<file path="config.mk">
export PLATFORM = sky130hd
export DESIGN_NAME = button_conditioner
export DESIGN_NICKNAME = d
export VERILOG_FILES = /design/src/rtl/button_conditioner.sv
export SDC_FILE = /design/constraint.sdc
export NUM_CORES = 1
export LEC_CHECK = 0
export CORE_AREA = 2 2 79 81
export DETAILED_ROUTE_END_ITERATION = 8
export DIE_AREA = 0 0 81 83
export PLACE_DENSITY = 0.7
export SYNTH_ARGS = -nofsm -noshare
export SYNTH_HDL_FRONTEND = slang
export SYNTH_SLANG_ARGS = --single-unit
</file>
<file path="constraint.sdc">
create_clock -name clk -period 2.32 [get_ports clk]
set_input_delay 0.232 -clock clk [delete_from_list [all_inputs] [get_ports clk]]
set_output_delay 0.232 -clock clk [all_outputs]
set_load 0.1 [all_outputs]
</file>
<file path="src/rtl/button_conditioner.sv">
// Push-button conditioner: 2-FF synchroniser, debounce FSM, and single-cycle
// press / release / long-press pulses for the downstream traffic-light controller.
module button_conditioner #(
    parameter int unsigned DEBOUNCE_CYCLES = 1_000_000,
    parameter int unsigned HOLD_CYCLES     = 100_000_000,
    parameter int unsigned CNT_WIDTH       = 27
) (
    input  logic clk,
    input  logic rst,
    input  logic btn_raw,
    output logic btn_level,
    output logic press_pulse,
    output logic release_pulse,
    output logic hold_pulse
);

    localparam logic [CNT_WIDTH-1:0] DEB_LAST  = CNT_WIDTH'(DEBOUNCE_CYCLES - 1);
    localparam logic [CNT_WIDTH-1:0] HOLD_LAST = CNT_WIDTH'(HOLD_CYCLES - 1);

    typedef enum logic [1:0] {
        RELEASED,
        PRESS_WAIT,
        PRESSED,
        RELEASE_WAIT
    } state_t;

    logic                 s1;
    logic                 s2;
    state_t               state;
    state_t               state_n;
    logic [CNT_WIDTH-1:0] deb_cnt;
    logic [CNT_WIDTH-1:0] deb_cnt_n;
    logic [CNT_WIDTH-1:0] hold_cnt;
    logic [CNT_WIDTH-1:0] hold_cnt_n;
    logic                 hold_done;
    logic                 hold_done_n;
    logic                 btn_level_n;
    logic                 press_pulse_n;
    logic                 release_pulse_n;
    logic                 hold_pulse_n;

    // Metastability guard on the asynchronous pin
    always_ff @(posedge clk) begin
        if (rst) begin
            s1 <= 1'b0;
            s2 <= 1'b0;
        end else begin
            s1 <= btn_raw;
            s2 <= s1;
        end
    end

    always_ff @(posedge clk) begin
        if (rst) begin
            state         <= RELEASED;
            deb_cnt       <= '0;
            hold_cnt      <= '0;
            hold_done     <= 1'b0;
            btn_level     <= 1'b0;
            press_pulse   <= 1'b0;
            release_pulse <= 1'b0;
            hold_pulse    <= 1'b0;
        end else begin
            state         <= state_n;
            deb_cnt       <= deb_cnt_n;
            hold_cnt      <= hold_cnt_n;
            hold_done     <= hold_done_n;
            btn_level     <= btn_level_n;
            press_pulse   <= press_pulse_n;
            release_pulse <= release_pulse_n;
            hold_pulse    <= hold_pulse_n;
        end
    end

    always_comb begin
        state_n         = state;
        deb_cnt_n       = deb_cnt;
        hold_cnt_n      = hold_cnt;
        hold_done_n     = hold_done;
        btn_level_n     = btn_level;
        press_pulse_n   = 1'b0;
        release_pulse_n = 1'b0;
        hold_pulse_n    = 1'b0;

        // Hold timer runs through release bounces; an accepted edge below overrides it
        if ((state == PRESSED || state == RELEASE_WAIT) && !hold_done) begin
            if (hold_cnt == HOLD_LAST) begin
                hold_pulse_n = 1'b1;
                hold_done_n  = 1'b1;
            end else begin
                hold_cnt_n = hold_cnt + 1'b1;
            end
        end

        case (state)
            RELEASED: begin
                if (s2) begin
                    state_n   = PRESS_WAIT;
                    deb_cnt_n = CNT_WIDTH'(1);
                end
            end
            PRESS_WAIT: begin
                if (!s2) begin
                    state_n   = RELEASED;
                    deb_cnt_n = '0;
                end else if (deb_cnt == DEB_LAST) begin
                    state_n       = PRESSED;
                    press_pulse_n = 1'b1;
                    btn_level_n   = 1'b1;
                    hold_cnt_n    = '0;
                    hold_done_n   = 1'b0;
                end else begin
                    deb_cnt_n = deb_cnt + 1'b1;
                end
            end
            PRESSED: begin
                if (!s2) begin
                    state_n   = RELEASE_WAIT;
                    deb_cnt_n = CNT_WIDTH'(1);
                end
            end
            RELEASE_WAIT: begin
                if (s2) begin
                    state_n   = PRESSED;
                    deb_cnt_n = '0;
                end else if (deb_cnt == DEB_LAST) begin
                    state_n         = RELEASED;
                    release_pulse_n = 1'b1;
                    btn_level_n     = 1'b0;
                    hold_cnt_n      = '0;
                end else begin
                    deb_cnt_n = deb_cnt + 1'b1;
                end
            end
            default: begin
                state_n = RELEASED;
            end
        endcase
    end

endmodule

</file>
# == Yosys cells after proc, flatten, opt, wreduce, memory -nomap -nowiden ==
# Index checks and enable logic that the tools add are counted.
# op_classes
n_addsub,2
eq_ne,13
muxes,31
bitwise,4
n_reduce_logical,11
# ops
cell,n
$mux 27,10
$pmux 27 s4,1
$add 27x1->27 const B,2
$pmux 27 s2,1
$eq 27x20->1 const B,1
$eq 27x27->1 const B,1
$mux 2,6
$mux 1,11
$ne 2x2->1 const B,5
$pmux 2 s4,1
$reduce_or 3->1,2
$reduce_and 5->1,1
$eq 2x2->1 const B,2
$not 1->1,4
$reduce_and 4->1,1
$ne 3x2->1 const B,1
$ne 3x3->1 const B,1
$eq 2x1->1 const B,1
$logic_not 2->1,1
$ne 2x1->1 const B,1
$pmux 1 s2,1
$reduce_and 2->1,1
$reduce_bool 2->1,1
$reduce_or 2->1,1
other kinds (3),3
# word_totals
register_bits,63
out_inout_bits,4

# == Longest topological paths before layout ==
# depth
ltp_word,7
ltp_mapped,7
ltp_nobuf,6

# == Worst setup path after synthesis ==
# No wires, ideal clock.
# synth_timing
path_type,flip-flop to flip-flop
start,register hold_cnt[0]
end,register hold_cnt[1]
setup_ps,116
arrival_time_ps,2252
required_ps,2204
slack_ps,-49
path_stages_with_launch,8
period_less_slack_ps,2369
cell_sequence,dfxtp_1 > ha_1 > or4b_1 > or4_4 > o31ai_4 > buf_6 > mux2i_1 > nor2_2
# synth_via
elab_chain_len,6
elab_cells_between_ends,8
# synth_rtl
element,line,rtl
"start, declared",33,logic [CNT_WIDTH-1:0] hold_cnt;
"start signal, assigned",66,hold_cnt <= hold_cnt_n;
$add 27x1->27 or $eq 27x27->1 (tied branches),"91, 87",
$mux 27 (*),87,if (hold_cnt == HOLD_LAST) begin
$mux 27 (*),86,if ((state == PRESSED || state == RELEASE_WAIT) && !hold_done) begin
$mux 27,"106, 126",
$mux 27 (on tied branches),"123, 103",
$pmux 27 s2 (*),95,case (state)
# Every way passes the cells marked *; elsewhere a longest branch is shown, timed or not.
# A chain may end at the register's enable or synchronous reset.

# == Worst setup path after layout ==
# layout_timing
start,register hold_cnt[25]
end,register hold_cnt[7]
# layout_via
elab_chain_len,6
elab_cells_between_ends,7
# layout_rtl
element,line
$eq 27x27->1 (*),87
$mux 27 (*),87
$mux 27 (*),86
$mux 27,"106, 126"
$mux 27 (on tied branches),"123, 103"
$pmux 27 s2 (*),95
# Marked as above.

==> flow_summary.json <==
{
  "final.period_utilization_pct": 97.3,
  "holdPathEnd": "s2",
  "tritoncts_num_sinks": 63,
  "finalSetupTns_ps": 0,
  "regToRegSetupSlack_ps": 60,
  "avgSynthCellArea_sq_um": 8.44,
  "nets": 403,
  "p_total_w": 0.00226,
  "initial_utilization_pct": 53.3,
  "fmax_mhz": 443,
  "die_h_um": 83,
  "crit_chain": "or4_4, or4_4, o31ai_4, buf_6, or4_1, a21oi_1",
  "hold_buffers": 0,
  "max_stage_delay_ps": 530,
  "io_buffer_count": 6,
  "boundaryPins": 7,
  "ir_drop_mv": 0.454,
  "vias": 2804,
  "core_sq_um": 5820,
  "drive_gt1_share_pct": 15.2,
  "timing.rr.start": "hold_cnt[25]",
  "min_path_type": "reg2reg",
  "clk_pin_slew_ps": 70,
  "cp-start-kind": "flop",
  "critical_path_class": "reg2reg",
  "yosysWarnings": 0,
  "drt-initial-drc-count": 135,
  "cp-end-kind": "flop",
  "cts_max_level": 3,
  "yosysUniqueCellTypes": 50,
  "cts_tree": "yes",
  "synth_ff_type": "dfxtp_1",
  "place_congestion": 0.881,
  "synth_seq_cells": 63,
  "yosysMostFrequentCell": "dfxtp_1",
  "crit_top_cell": "or4_4",
  "worst_pin_slew_ps": 681,
  "cts_setup_buffers": 0,
  "cts_resized": 0,
  "post-dp-hpwl_um": 4940,
  "clock_latency_ps": 340,
  "synthTopCellsByCount": "dfxtp_1 (63), nor2_1 (45), nand3_1 (28)",
  "die_w_um": 81,
  "yosysTopAreaCellShare_pct": 40.7,
  "antenna_found_initial": 0,
  "r2r_end": "hold_cnt[7]",
  "drv_cap": 0,
  "slew_headroom_pct": 54.2,
  "rsz0062_at_grt": "false",
  "critical-path-top-delay-family": "simple AND/OR/NAND/NOR gates",
  "synth_seq_area_share_pct": 40.7,
  "drt-pass1-iter-count": 4,
  "synthTopCellsByArea": "dfxtp_1 (41%), xor2_1 (7.6%), nor2_1 (5.5%)",
  "grt_remaining_overflow": 0,
  "cts-buffers-inserted": 9,
  "avgViaCountPerCell": 5.88,
  "grt_pass1_vias": 2683,
  "grtUsageTotal_pct": 22.5,
  "n_antenna_cell": 0,
  "dp.cells": 462,
  "critical_path_buf_inv_count": 1,
  "finalClockSkew_ps": 9.07,
  "syn_nets": 372,
  "wire_per_inst_um": 14.8,
  "cp_max_fo": 8,
  "synth-edff-count": 0,
  "dieArea_sq_um": 6720,
  "synthArstFlopShare_pct": 0,
  "powerDensity_nw_per_um2": 620,
  "syn_inst": 367,
  "instances_no_fill": 477,
  "min_path_cells": 1,
  "finalWirelength_um": 7050,
  "grt_pass1_wl_um": 12000,
  "r2r_cells": 6,
  "crit_required_ps": 2540,
  "hold_viol_final": 0,
  "cts_root_buffer": "clkbuf_8",
  "finalSetupViolations": 0,
  "status": "completed",
  "syn_to_final_growth_pct": 17.7,
  "drv_slew": 0,
  "layout_min_cycle_time_ps": 2260,
  "drc": 0,
  "p_leak_nw": 1.26,
  "clockBufferDepth": 2,
  "rows": 28,
  "slowest_stage": "or4_4",
  "cp.arrival_ps": 2470,
  "hp-start": "s1",
  "synth_area_sq_um": 3100,
  "grt_max_degree": 28,
  "yosysTopAreaCell": "dfxtp_1",
  "postRouteAntennaNets": 0
}
## cell usage in the layout, fill, tap and decap left out, types with 6 or more instances in the layout
master    count
dfxtp_1      60
nor2_1       45
nand3_1      28
xor2_1       27
nand2_1      26
buf_4        26
nand4_1      21
o21ai_0      15
a21oi_1      12
clkbuf_8     12
and3_1       11
nor3_1        9
or3_1         9
xnor2_1       6
o21ai_1       6
## worst max path at each step
stage	to	start	depth (start not counted)	slack [ps]
4_1_cts	hold_cnt[7]	hold_cnt[1]	7	30
6_report	hold_cnt[7]	hold_cnt[25]	6	60
5_1_grt	hold_cnt[5]	hold_cnt[25]	6	3
3_5_place_dp	hold_cnt[5]	hold_cnt[1]	7	50
3_3_place_gp	hold_cnt[3]	hold_cnt[0]	7	120
2_1_floorplan	hold_cnt[1]	hold_cnt[0]	7	9
## cell families after synthesis
group	after synthesis	share of synthesized area [%]
simple gates	187	32.5
flops	63	40.7
compound gates	62	13.2
xor+xnor	33	9.33
buf+inv	17	2.42
mux	3	0.969
fa+ha+maj	2	0.807
## sequential cells by signal, indices dropped and copies added, names as in the netlist, named ones only
name           cells
state              1
hold_cnt          27
press_pulse        1
s2                 1
hold_done          1
btn_level          1
hold_pulse         1
s1                 1
release_pulse      1
deb_cnt           27
## stage by stage
step / worst slack [ps] / cell area (sq um) / utilization, % / hold WS, ps
4_1_cts: 31.0 / 3620 / 62.3 / 434
3_5_place_dp: 51.5 / 3390 / 58.3 / 437
2_1_floorplan: 9.42 / 3100 / - / 360
5_1_grt: 3.02 / 3650 / 62.7 / 444
3_3_place_gp: 118 / 3390 / 58.3 / 419
6_report: 62.6 / 3650 / 62.7 / 443
## layout make-up
type	count	area [sq um]
tap	75	93.8
fill	509	2170
inverter	6	22.5
multi-input combinational	287	1780
clock inverter	3	65.1
sequential	63	1260
timing repair buffer	31	258
clock buffer	12	165
## where the power goes
part	internal [W]	leakage, nW	switching, W	total (W)
combinational	0.0000242	0.628	0.0000504	0.0000746
clock	0.000685	0.118	0.000410	0.00110
sequential	0.00109	0.510	0.00000597	0.00109
## metal layers
| metal | GRT usage [%] | part of all wire (%) | vias up |
|---|---|---|---|
| li1 | - | - | 1411 |
| met1 | 28.7 | 45 | 1315 |
| met2 | 35.4 | 49 | 63 |
| met3 | 4.46 | 3.5 | 15 |
| met4 | 11.6 | 1.9 | 0 |
| met5 | 0 | 0 | - |
Power figures use the tool's default switching activity.
==> patch: new RTL, same flow settings <==
Change the parameter `CNT_WIDTH` from 27 to 31.
--- a/src/rtl/button_conditioner.sv
+++ b/src/rtl/button_conditioner.sv
@@ -3,7 +3,7 @@
 module button_conditioner #(
     parameter int unsigned DEBOUNCE_CYCLES = 1_000_000,
     parameter int unsigned HOLD_CYCLES     = 100_000_000,
-    parameter int unsigned CNT_WIDTH       = 27
+    parameter int unsigned CNT_WIDTH       = 31
 ) (
     input  logic clk,
     input  logic rst,
Behaviour: no difference found for any inputs over 10 cycles, from zero or initial values and one cycle with rst high; that may be too few to reach the edited logic, so the function may still have changed.
==> patch against the unedited design <==
Synthesized area is 15% higher. Worst hold slack worse by 0.0072 ns. Cell area is 9.4% higher. Worst setup slack better by 0.063 ns. Power is 3.7% lower. Sequential cell count is 8 higher. Sequential share of layout area is 0.94 points higher. Wire length is 11% higher.
==> patch: results (changes against the unedited design) <==
{| class="wikitable"
! Metric !! Value
|-
| HPWL after detailed placement || 5520 µm (was 4940 µm)
|-
| Mapped Area || 3560 µm² (was 3100 µm²)
|-
| Startpoint of the worst setup timing path || hold_cnt[0]$_SDFF_PP0_ (was hold_cnt[25]$_SDFF_PP0_)
|-
| Number of sequential cells in the layout || 71 (was 63)
|-
| Peak ir drop on the vdd network || 0.387 mV (was 0.454 mV)
|-
| Instance count after placement with tap cells included || 514 (was 462)
|-
| Multi-input combinational area share || 51.0% (was 48.8%)
|-
| Post-Synthesis Cells || 432 (was 367)
|-
| Post-route clock skew || 0.00712 ns (was 0.00907 ns)
|-
| Total vias in the final route || 3252 (was 2804)
|-
| Hold slack final || 0.436 ns (was 0.443 ns)
|-
| Met3 wire length || 226 µm (was 245 µm)
|-
| Start of the worst register-to-register path || hold_cnt[0]$_SDFF_PP0_ (was hold_cnt[25]$_SDFF_PP0_)
|-
| Clock buf/inv share || 4.39% (was 6.31%)
|-
| Multi-input logic cell count || 332 (was 287)
|-
| Sequential-to-total area share from yosys stat || 39.9% (was 40.7%)
|-
| Number of logic inverters in the finished layout || 9 (was 6)
|-
| Post-Place Setup Slack || 0.139 ns (was 0.0515 ns)
|-
| Met3 usage || 5.00% (was 4.46%)
|-
| Highest clock rate || 456 MHz (was 443 MHz)
|-
| Commonest cells post-synth || 71 x dfxtp_1, 41 x nor2_1, 34 x a21oi_1, 34 x nand2_1, 28 x nand3_1 (was 63 x dfxtp_1, 45 x nor2_1, 28 x nand3_1, 27 x xor2_1, 26 x nand2_1)
|-
| Cell variety after synth || 48 (was 50)
|-
| Total wire length || 7810 µm (was 7050 µm)
|-
| Net Count, Synth || 437 (was 372)
|-
| Overall routing resource usage || 25.0% (was 22.5%)
|-
| Largest net degree at the start of global routing || 25 (was 28)
|-
| Largest stage delay, worst path || 0.68 ns (was 0.53 ns)
|-
| Run status || complete, no violations (unchanged)
|-
| Post-place instance area || 3810 µm² (was 3390 µm²)
|-
| DRC violation total after the first TritonRoute iteration || 144 (was 135)
|}
[patch: cell count changes after synthesis, sizes merged, moves of 6 or more]
cell    change
a21oi      +19
clkbuf      +6
dfxtp       +8
nand2       +8
nor4        +9
or3        +11
or4         +7
[patch: kinds of logic after synthesis]
group                      after synthesis  synth area share (%)
DFF                                     71                  39.9
AOI/OAI and AO/OA                       78                  12.5
xor gates and xnor gates                30                  7.76
and+or+nand+nor                        221                  35.5
adders and majority gates                2                 0.702
buffers and inverters                   29                  3.30
muxes                                    1                 0.281
[patch: where the power goes]
part	internal (mW)	switching [mW]	leakage [nW]	total, mW
Combinational	0.0236	0.0505	0.620	0.0741
Sequential	1.22	0.00360	0.572	1.23
Clock	0.439	0.439	0.0959	0.878
[patch: critical path: cells and delay by family, from the launching register on]
kind	cells	cell delay, ns
AND/OR/NAND/NOR	4	1.25
adder cells (fa/ha/maj)	1	0.22
flip-flops	1	0.39
AO/OA/AOI/OAI	1	0.29
